<file path="src/rtl/cam_pkg.sv">
// cam_pkg: shared encodings for the CAM allocation controller.
//   op_e     : request operation (insert / remove)
//   status_e : response status (OK / FULL / NOT_FOUND / DUPLICATE)
//   state_e  : controller FSM states
package cam_pkg;

    typedef enum logic {
        OP_INSERT = 1'b0,
        OP_REMOVE = 1'b1
    } op_e;

    typedef enum logic [1:0] {
        RSP_OK        = 2'd0,
        RSP_FULL      = 2'd1,
        RSP_NOT_FOUND = 2'd2,
        RSP_DUPLICATE = 2'd3
    } status_e;

    typedef enum logic [2:0] {
        S_INIT   = 3'd0,
        S_IDLE   = 3'd1,
        S_LOOKUP = 3'd2,
        S_MATCH  = 3'd3,
        S_WRITE  = 3'd4,
        S_WAIT   = 3'd5,
        S_RESP   = 3'd6
    } state_e;

endpackage

</file>
<file path="src/rtl/priority_encoder.sv">
// priority_encoder: reports the index of one set bit of input_unencoded.
//   WIDTH        : number of request bits
//   LSB_PRIORITY : "HIGH" -> lowest set index wins, otherwise highest wins
// Ports:
//   input_unencoded  in  WIDTH   request bits
//   output_valid     out 1       at least one bit set
//   output_encoded   out log2    index of the winning bit (0 when none set)
module priority_encoder #(
    parameter int    WIDTH        = 4,
    parameter string LSB_PRIORITY = "LOW"
) (
    input  logic [WIDTH-1:0]                              input_unencoded,
    output logic                                          output_valid,
    output logic [((WIDTH > 1) ? $clog2(WIDTH) : 1)-1:0]  output_encoded
);

    localparam int ENC_W = (WIDTH > 1) ? $clog2(WIDTH) : 1;

    generate
        if (LSB_PRIORITY == "HIGH") begin : g_lsb_high
            // Scan downward so the lowest set bit is the last one written.
            always_comb begin
                output_valid   = 1'b0;
                output_encoded = '0;
                for (int i = WIDTH - 1; i >= 0; i--) begin
                    if (input_unencoded[i]) begin
                        output_valid   = 1'b1;
                        output_encoded = ENC_W'(i);
                    end
                end
            end
        end else begin : g_msb_high
            always_comb begin
                output_valid   = 1'b0;
                output_encoded = '0;
                for (int i = 0; i < WIDTH; i++) begin
                    if (input_unencoded[i]) begin
                        output_valid   = 1'b1;
                        output_encoded = ENC_W'(i);
                    end
                end
            end
        end
    endgenerate

endmodule

</file>
<file path="src/rtl/cam_alloc_ctrl.sv">
// cam_alloc_ctrl: allocates and frees entries of an attached CAM.
// Inserts pick the lowest free entry; removes look the key up and delete
// the matching entry. One request is in flight at a time.
//
// Optional feature macro: CAM_ALLOC_DUP_CHECK_EN
//   defined   : inserts are looked up first; an existing key returns DUPLICATE
//   undefined : inserts go straight to free-slot choice (no lookup)
//
// Ports:
//   clk, rst                        clock, synchronous active-high reset
//   req_valid/req_ready/req_op/req_key   request handshake (op 0 insert, 1 remove)
//   resp_valid/resp_addr/resp_status     one-cycle response
//   cam_write_*                     CAM write side (busy is an input)
//   cam_compare_data/cam_match/cam_match_addr   CAM search side (1-cycle latency)
//   occupancy, full                 allocated-entry count and full flag
//
// state    | meaning
// ---------+----------------------------------------------------------
// S_INIT   | wait for the CAM to finish its own reset clear
// S_IDLE   | ready for a request
// S_LOOKUP | key on compare bus, CAM match register loading
// S_MATCH  | sample match result, decide target / early response
// S_WRITE  | issue single write-enable pulse once CAM not busy
// S_WAIT   | wait for CAM write to complete
// S_RESP   | one-cycle response pulse
module cam_alloc_ctrl
    import cam_pkg::*;
#(
    parameter int DATA_WIDTH = 64,
    parameter int ADDR_WIDTH = 5
) (
    input  logic                  clk,
    input  logic                  rst,

    input  logic                  req_valid,
    output logic                  req_ready,
    input  logic                  req_op,
    input  logic [DATA_WIDTH-1:0] req_key,

    output logic                  resp_valid,
    output logic [ADDR_WIDTH-1:0] resp_addr,
    output logic [1:0]            resp_status,

    output logic [ADDR_WIDTH-1:0] cam_write_addr,
    output logic [DATA_WIDTH-1:0] cam_write_data,
    output logic                  cam_write_delete,
    output logic                  cam_write_enable,
    input  logic                  cam_write_busy,

    output logic [DATA_WIDTH-1:0] cam_compare_data,
    input  logic                  cam_match,
    input  logic [ADDR_WIDTH-1:0] cam_match_addr,

    output logic [ADDR_WIDTH:0]   occupancy,
    output logic                  full
);

    localparam int                DEPTH     = 1 << ADDR_WIDTH;
    localparam logic [ADDR_WIDTH:0] DEPTH_CNT = (ADDR_WIDTH + 1)'(DEPTH);
    localparam logic [ADDR_WIDTH:0] OCC_ONE   = (ADDR_WIDTH + 1)'(1);

    state_e                  state_q,  state_d;
    op_e                     op_q,     op_d;
    logic [DATA_WIDTH-1:0]   key_q,    key_d;
    logic [ADDR_WIDTH-1:0]   addr_q,   addr_d;
    status_e                 status_q, status_d;
    logic [DEPTH-1:0]        bitmap_q, bitmap_d;
    logic [ADDR_WIDTH:0]     occ_q,    occ_d;
    logic                    wait_first_q, wait_first_d;

    logic                    free_valid;
    logic [ADDR_WIDTH-1:0]   free_idx;

    // Allocation decision shared by the direct-insert and post-lookup paths.
    state_e                  alloc_state;
    logic [ADDR_WIDTH-1:0]   alloc_addr;
    status_e                 alloc_status;

    priority_encoder #(
        .WIDTH        (DEPTH),
        .LSB_PRIORITY ("HIGH")
    ) u_free_enc (
        .input_unencoded (~bitmap_q),
        .output_valid    (free_valid),
        .output_encoded  (free_idx)
    );

    assign full             = (occ_q == DEPTH_CNT);
    assign occupancy        = occ_q;
    assign resp_addr        = addr_q;
    assign resp_status      = status_q;
    assign cam_write_addr   = addr_q;
    assign cam_write_data   = key_q;
    assign cam_write_delete = (op_q == OP_REMOVE);
    assign cam_compare_data = key_q;

    always_comb begin
        alloc_state  = S_WRITE;
        alloc_addr   = free_idx;
        alloc_status = RSP_OK;
        if (full || !free_valid) begin
            alloc_state  = S_RESP;
            alloc_addr   = '0;
            alloc_status = RSP_FULL;
        end
    end

    always_comb begin
        state_d          = state_q;
        op_d             = op_q;
        key_d            = key_q;
        addr_d           = addr_q;
        status_d         = status_q;
        bitmap_d         = bitmap_q;
        occ_d            = occ_q;
        wait_first_d     = wait_first_q;
        req_ready        = 1'b0;
        resp_valid       = 1'b0;
        cam_write_enable = 1'b0;

        case (state_q)
            S_INIT: begin
                if (!cam_write_busy) state_d = S_IDLE;
            end
            S_IDLE: begin
                req_ready = 1'b1;
                if (req_valid) begin
                    op_d  = op_e'(req_op);
                    key_d = req_key;
`ifdef CAM_ALLOC_DUP_CHECK_EN
                    state_d = S_LOOKUP;
`else
                    if (op_e'(req_op) == OP_REMOVE) begin
                        state_d = S_LOOKUP;
                    end else begin
                        state_d  = alloc_state;
                        addr_d   = alloc_addr;
                        status_d = alloc_status;
                    end
`endif
                end
            end
            S_LOOKUP: begin
                state_d = S_MATCH;
            end
            S_MATCH: begin
                if (op_q == OP_REMOVE) begin
                    if (cam_match) begin
                        state_d  = S_WRITE;
                        addr_d   = cam_match_addr;
                        status_d = RSP_OK;
                    end else begin
                        state_d  = S_RESP;
                        addr_d   = '0;
                        status_d = RSP_NOT_FOUND;
                    end
                end else begin
`ifdef CAM_ALLOC_DUP_CHECK_EN
                    if (cam_match) begin
                        state_d  = S_RESP;
                        addr_d   = cam_match_addr;
                        status_d = RSP_DUPLICATE;
                    end else begin
                        state_d  = alloc_state;
                        addr_d   = alloc_addr;
                        status_d = alloc_status;
                    end
`else
                    state_d  = alloc_state;
                    addr_d   = alloc_addr;
                    status_d = alloc_status;
`endif
                end
            end
            S_WRITE: begin
                if (!cam_write_busy) begin
                    cam_write_enable = 1'b1;
                    wait_first_d     = 1'b1;
                    state_d          = S_WAIT;
                    // Guards keep the count consistent with the bitmap even if
                    // the CAM ever reports a match on an entry we think is free.
                    if (op_q == OP_INSERT) begin
                        if (!bitmap_q[addr_q]) occ_d = occ_q + OCC_ONE;
                        bitmap_d[addr_q] = 1'b1;
                    end else begin
                        if (bitmap_q[addr_q]) occ_d = occ_q - OCC_ONE;
                        bitmap_d[addr_q] = 1'b0;
                    end
                end
            end
            S_WAIT: begin
                // The CAM raises busy one cycle after the enable, so the first
                // WAIT cycle cannot trust a low busy.
                wait_first_d = 1'b0;
                if (!wait_first_q && !cam_write_busy) state_d = S_RESP;
            end
            S_RESP: begin
                resp_valid = 1'b1;
                state_d    = S_IDLE;
            end
            default: begin
                state_d = S_INIT;
            end
        endcase
    end

    always_ff @(posedge clk) begin
        if (rst) begin
            state_q      <= S_INIT;
            op_q         <= OP_INSERT;
            key_q        <= '0;
            addr_q       <= '0;
            status_q     <= RSP_OK;
            bitmap_q     <= '0;
            occ_q        <= '0;
            wait_first_q <= 1'b0;
        end else begin
            state_q      <= state_d;
            op_q         <= op_d;
            key_q        <= key_d;
            addr_q       <= addr_d;
            status_q     <= status_d;
            bitmap_q     <= bitmap_d;
            occ_q        <= occ_d;
            wait_first_q <= wait_first_d;
        end
    end

endmodule

</file>
<file path="config.mk">
export PLATFORM = sky130hd
export DESIGN_NAME = cam_alloc_ctrl
export DESIGN_NICKNAME = d
export VERILOG_FILES = /design/src/rtl/cam_pkg.sv /design/src/rtl/priority_encoder.sv /design/src/rtl/cam_alloc_ctrl.sv
export SDC_FILE = /design/constraint.sdc
export NUM_CORES = 1
export LEC_CHECK = 0
export CORE_ASPECT_RATIO = 0.75
export CORE_MARGIN = 3
export CORE_UTILIZATION = 48
export DETAILED_ROUTE_END_ITERATION = 12
export PLACE_DENSITY = 0.87
export REMOVE_ABC_BUFFERS = 1
export SETUP_SLACK_MARGIN = 0.05
export SLEW_MARGIN = 20
export SYNTH_ARGS = -nofsm -noshare
export SYNTH_HDL_FRONTEND = slang
export SYNTH_SLANG_ARGS = --single-unit
export TNS_END_PERCENT = 10
</file>
<file path="constraint.sdc">
create_clock -name clk -period 4.7 [get_ports clk]
set_input_delay 0.94 -clock clk [delete_from_list [all_inputs] [get_ports clk]]
set_output_delay 0.94 -clock clk [all_outputs]
set_load 0.05 [all_outputs]
</file>
==> impl_metrics.ini <==
[status]
outcome = finished clean

[place]
io_buffers = 225
place_congestion = 0.892
pre_cts_ws_ns = 0.996
hpwl_um = 12800

[worst_setup_path]
setup.worst_path.end_class = output port
regToRegSetupSlack_ns = 2.02
worst_setup_path_start_kind = input pin
r2r-start = cam_write_addr[2]
rr_endpoint = occupancy[5]
critPathMaxStageDelay_ns = 0.83
crit_family = buffers and inverters
worstSetupPathType = in -> out
crit_arrival_ns = 2.81
crit_chain = clkdlybuf4s50_1, or3_4, inv_2, clkdlybuf4s50_1
critPathRequiredTime_ns = 3.76
cp_max_fo = 5
crit_slowest_cell = clkdlybuf4s50_1
worst-path-buf-inv = 3
cp_common_cell = clkdlybuf4s50_1
rr_worst_depth = 7

[clock_tree]
cts_buffers = 17
htree_levels = 4
cts_tree = built
cts-root-buf = clkbuf_16
clk_latency_ns = 0.41
cts_setup_buffers = 0
clockBufferDepth = 2
clock-sinks = 114
clk_pin_slew_ns = 0.05
cts_hold_buf = 0
cts-resized-gates = 0

[power]
leakage_nw = 2.69
vdd_drop_max_uv = 367
p_clk_share_pct = 49.1
pwr-share-comb_pct = 15.5
seqPwrFrac_pct = 35.4
p_sw_share_pct = 26.4
p_switching_uw = 767
power.density_nw_per_um2 = 358
internal_power_mw = 2.13
power_mw = 2.90

[route]
routedWlPerCell_um = 18.1
ant_nets = 0
drcViolationCount = 0
avgViaCountPerCell = 5.53
initialDrtViolationCount = 466
drtPass1Iterations = 5
dr_total_vias = 5708
wl_um = 18700

[timing]
rsz0062_at_grt = false
fmax_mhz = 267
finalSetupViolCount = 0
fin_crit_ns = 3.75
slew_headroom_pct = 41.1
drv_slew = 0
finalCritPeriodShare_pct = 79.8
clock_skew_ns = 0.00899
setup_ws_ns = 0.951
tightestPinTransition_ns = 0.884
setup_tns_ns = 0
hold_viol = 0

[hold_path]
holdPathStages = 2
min_path_type = reg -> reg
holdPathEnd = cam_compare_data[38]
min_from = cam_compare_data[38]

[logic_synthesis]
synth_flop_cell = dfxtp_1
avgSynthCellArea_um2 = 7.85
ys_ff_latch = 114
yosysSeqAreaShare_pct = 39.7
netlist_area_um2 = 5750
ys_types = 58
synth_edf_count = 0
synth_warnings = 0
netlist_instances = 732
async_flop_share_pct = 0

[floorplan]
initial_core_util_pct = 50.8
core_um2 = 11300
io-pin-count = 226
die_area_um2 = 13300
die_x_um = 132
fp-row-count = 33
die_h_um = 101

[global_routing]
grt_usage_pct = 27.1
grt_pass1_wl_um = 28900
grt_antenna_before_repair = 0
grt_max_degree = 87
grt-ovfl-total = 0
first_global_vias = 5362

[final_layout]
nets = 943
fillCellCount = 889
area.growth.synth_to_final_pct = 41.1
diodes = 0
layout-drive-gt1-share_pct = 6.51

[job]
cap_viol_max_count = 0
==> worst max-delay path by stage <==
stage	to	slack, ns	depth (start not counted)	startpoint
4_1_cts	cam_write_enable	0.97	4	cam_write_busy
3_5_place_dp	cam_write_enable	1.0	4	cam_write_busy
5_1_grt	cam_write_enable	0.92	4	cam_write_busy
6_report	cam_write_enable	0.95	4	cam_write_busy
3_3_place_gp	cam_write_enable	0.99	4	cam_write_busy
2_1_floorplan	occupancy[5]	1.27	7	cam_write_addr[1]
==> metal layers <==
| metal | GRT usage, % | vias to the layer above | wire, um |
|---|---|---|---|
| li1 | - | 2710 | - |
| met1 | 35.0 | 2716 | 7690 |
| met2 | 44.8 | 240 | 9220 |
| met3 | 6.49 | 42 | 1310 |
| met4 | 9.42 | 0 | 496 |
| met5 | 0 | - | 0 |
==> final cells by class <==
class | count | area (um^2) | share of cell area (%)
inverters | 16 | 60.1 | 0.741
clock buffers | 21 | 470 | 5.80
multi-input cells | 486 | 2650 | 32.7
well taps | 157 | 196 | 2.42
clock inverters | 10 | 179 | 2.21
flip-flops and latches | 114 | 2280 | 28.1
repair buffers | 228 | 2270 | 28.0
==> power groups by stage <==
stage	logic [mW]	registers [mW]	clock network (mW)
final	0.449	1.03	1.43
after global placement	0.441	1.04	0
after CTS	0.449	1.03	1.43
after global routing	0.470	1.03	1.48
after detailed placement	0.445	1.05	0
after floorplan	0.0719	1.21	0
==> stage by stage <==
stage / hold slack [ns] / area, um^2 / cells / util [%]
2_1_floorplan: 0.473 / 4980 / 616 / -
3_3_place_gp: 0.456 / 7450 / 1001 / 65.9
3_5_place_dp: 0.466 / 7460 / 1001 / 65.9
4_1_cts: 0.475 / 8110 / 1032 / 71.7
5_1_grt: 0.490 / 8110 / 1032 / 71.7
6_report: 0.471 / 8110 / 1032 / 71.7
==> placed cells by master (no fill, tap or decap), types with 2 or more instances in the layout <==
cell type and count:
clkdlybuf4s50_1 224, nand2_1 144, dfxtp_1 114, a21oi_1 112, o21ai_0 43, nor2_1 33
or3_1 29, clkbuf_16 17, mux2i_1 16, inv_1 14, nand4_1 9, nand3_1 8
nor2b_1 7, o22ai_1 7, a211oi_1 5, or3_2 5, mux2_2 5, bufinv_16 5
nor3_1 4, a311oi_1 4, o211ai_1 4, ha_1 4, clkinv_2 4, buf_4 4
o21a_1 3, a31oi_1 3, nand3b_2 3, or3b_1 3, clkbuf_8 3, inv_2 2
nor4_1 2, and3_1 2, a32oi_1 2, o21bai_1 2, nand3b_1 2, a21o_1 2
xor2_1 2
==> logic make-up after synthesis <==
kind of cell / count (synthesis) / share of synthesized area, %
AND/OR/NAND/NOR: 258 / 20.8
flip-flops: 114 / 39.7
XOR/XNOR: 3 / 0.457
buffers and inverters: 132 / 14.4
adder cells (fa/ha/maj): 5 / 1.22
AO/OA/AOI/OAI: 198 / 19.5
multiplexers: 22 / 3.96
==> cells in the mapped netlist, types with 3 or more instances <==
| library cell | number | area, um^2 |
|---|---|---|
| o21ai_0 | 43 | 215 |
| inv_1 | 14 | 52.6 |
| or3b_1 | 3 | 26.3 |
| nand3_1 | 8 | 40.0 |
| a21oi_1 | 112 | 561 |
| nand4_1 | 9 | 56.3 |
| a211oi_1 | 5 | 37.5 |
| buf_6 | 7 | 78.8 |
| nor2b_1 | 7 | 43.8 |
| and3_1 | 3 | 18.8 |
| nor3_1 | 4 | 20.0 |
| nor2_1 | 33 | 124 |
| dfxtp_1 | 114 | 2280 |
| or3_1 | 29 | 181 |
| a311oi_1 | 4 | 35.0 |
| a31oi_1 | 3 | 18.8 |
| ha_1 | 4 | 50.1 |
| or3_2 | 5 | 37.5 |
| mux2i_1 | 16 | 160 |
| nand3b_2 | 3 | 33.8 |
| o21a_1 | 3 | 22.5 |
| o22ai_1 | 7 | 43.8 |
| clkbuf_1 | 31 | 116 |
| buf_2 | 3 | 15.0 |
| o211ai_1 | 4 | 30.0 |
| mux2_2 | 5 | 56.3 |
| buf_4 | 69 | 518 |
| nand2_1 | 145 | 544 |
==> worst min-delay path: stages (launching register included) <==
cell     delay [ns]
dfxtp_1        0.32
nand2_1        0.05
a21oi_1        0.05
No activity file was read; power rests on OpenSTA's default activity.
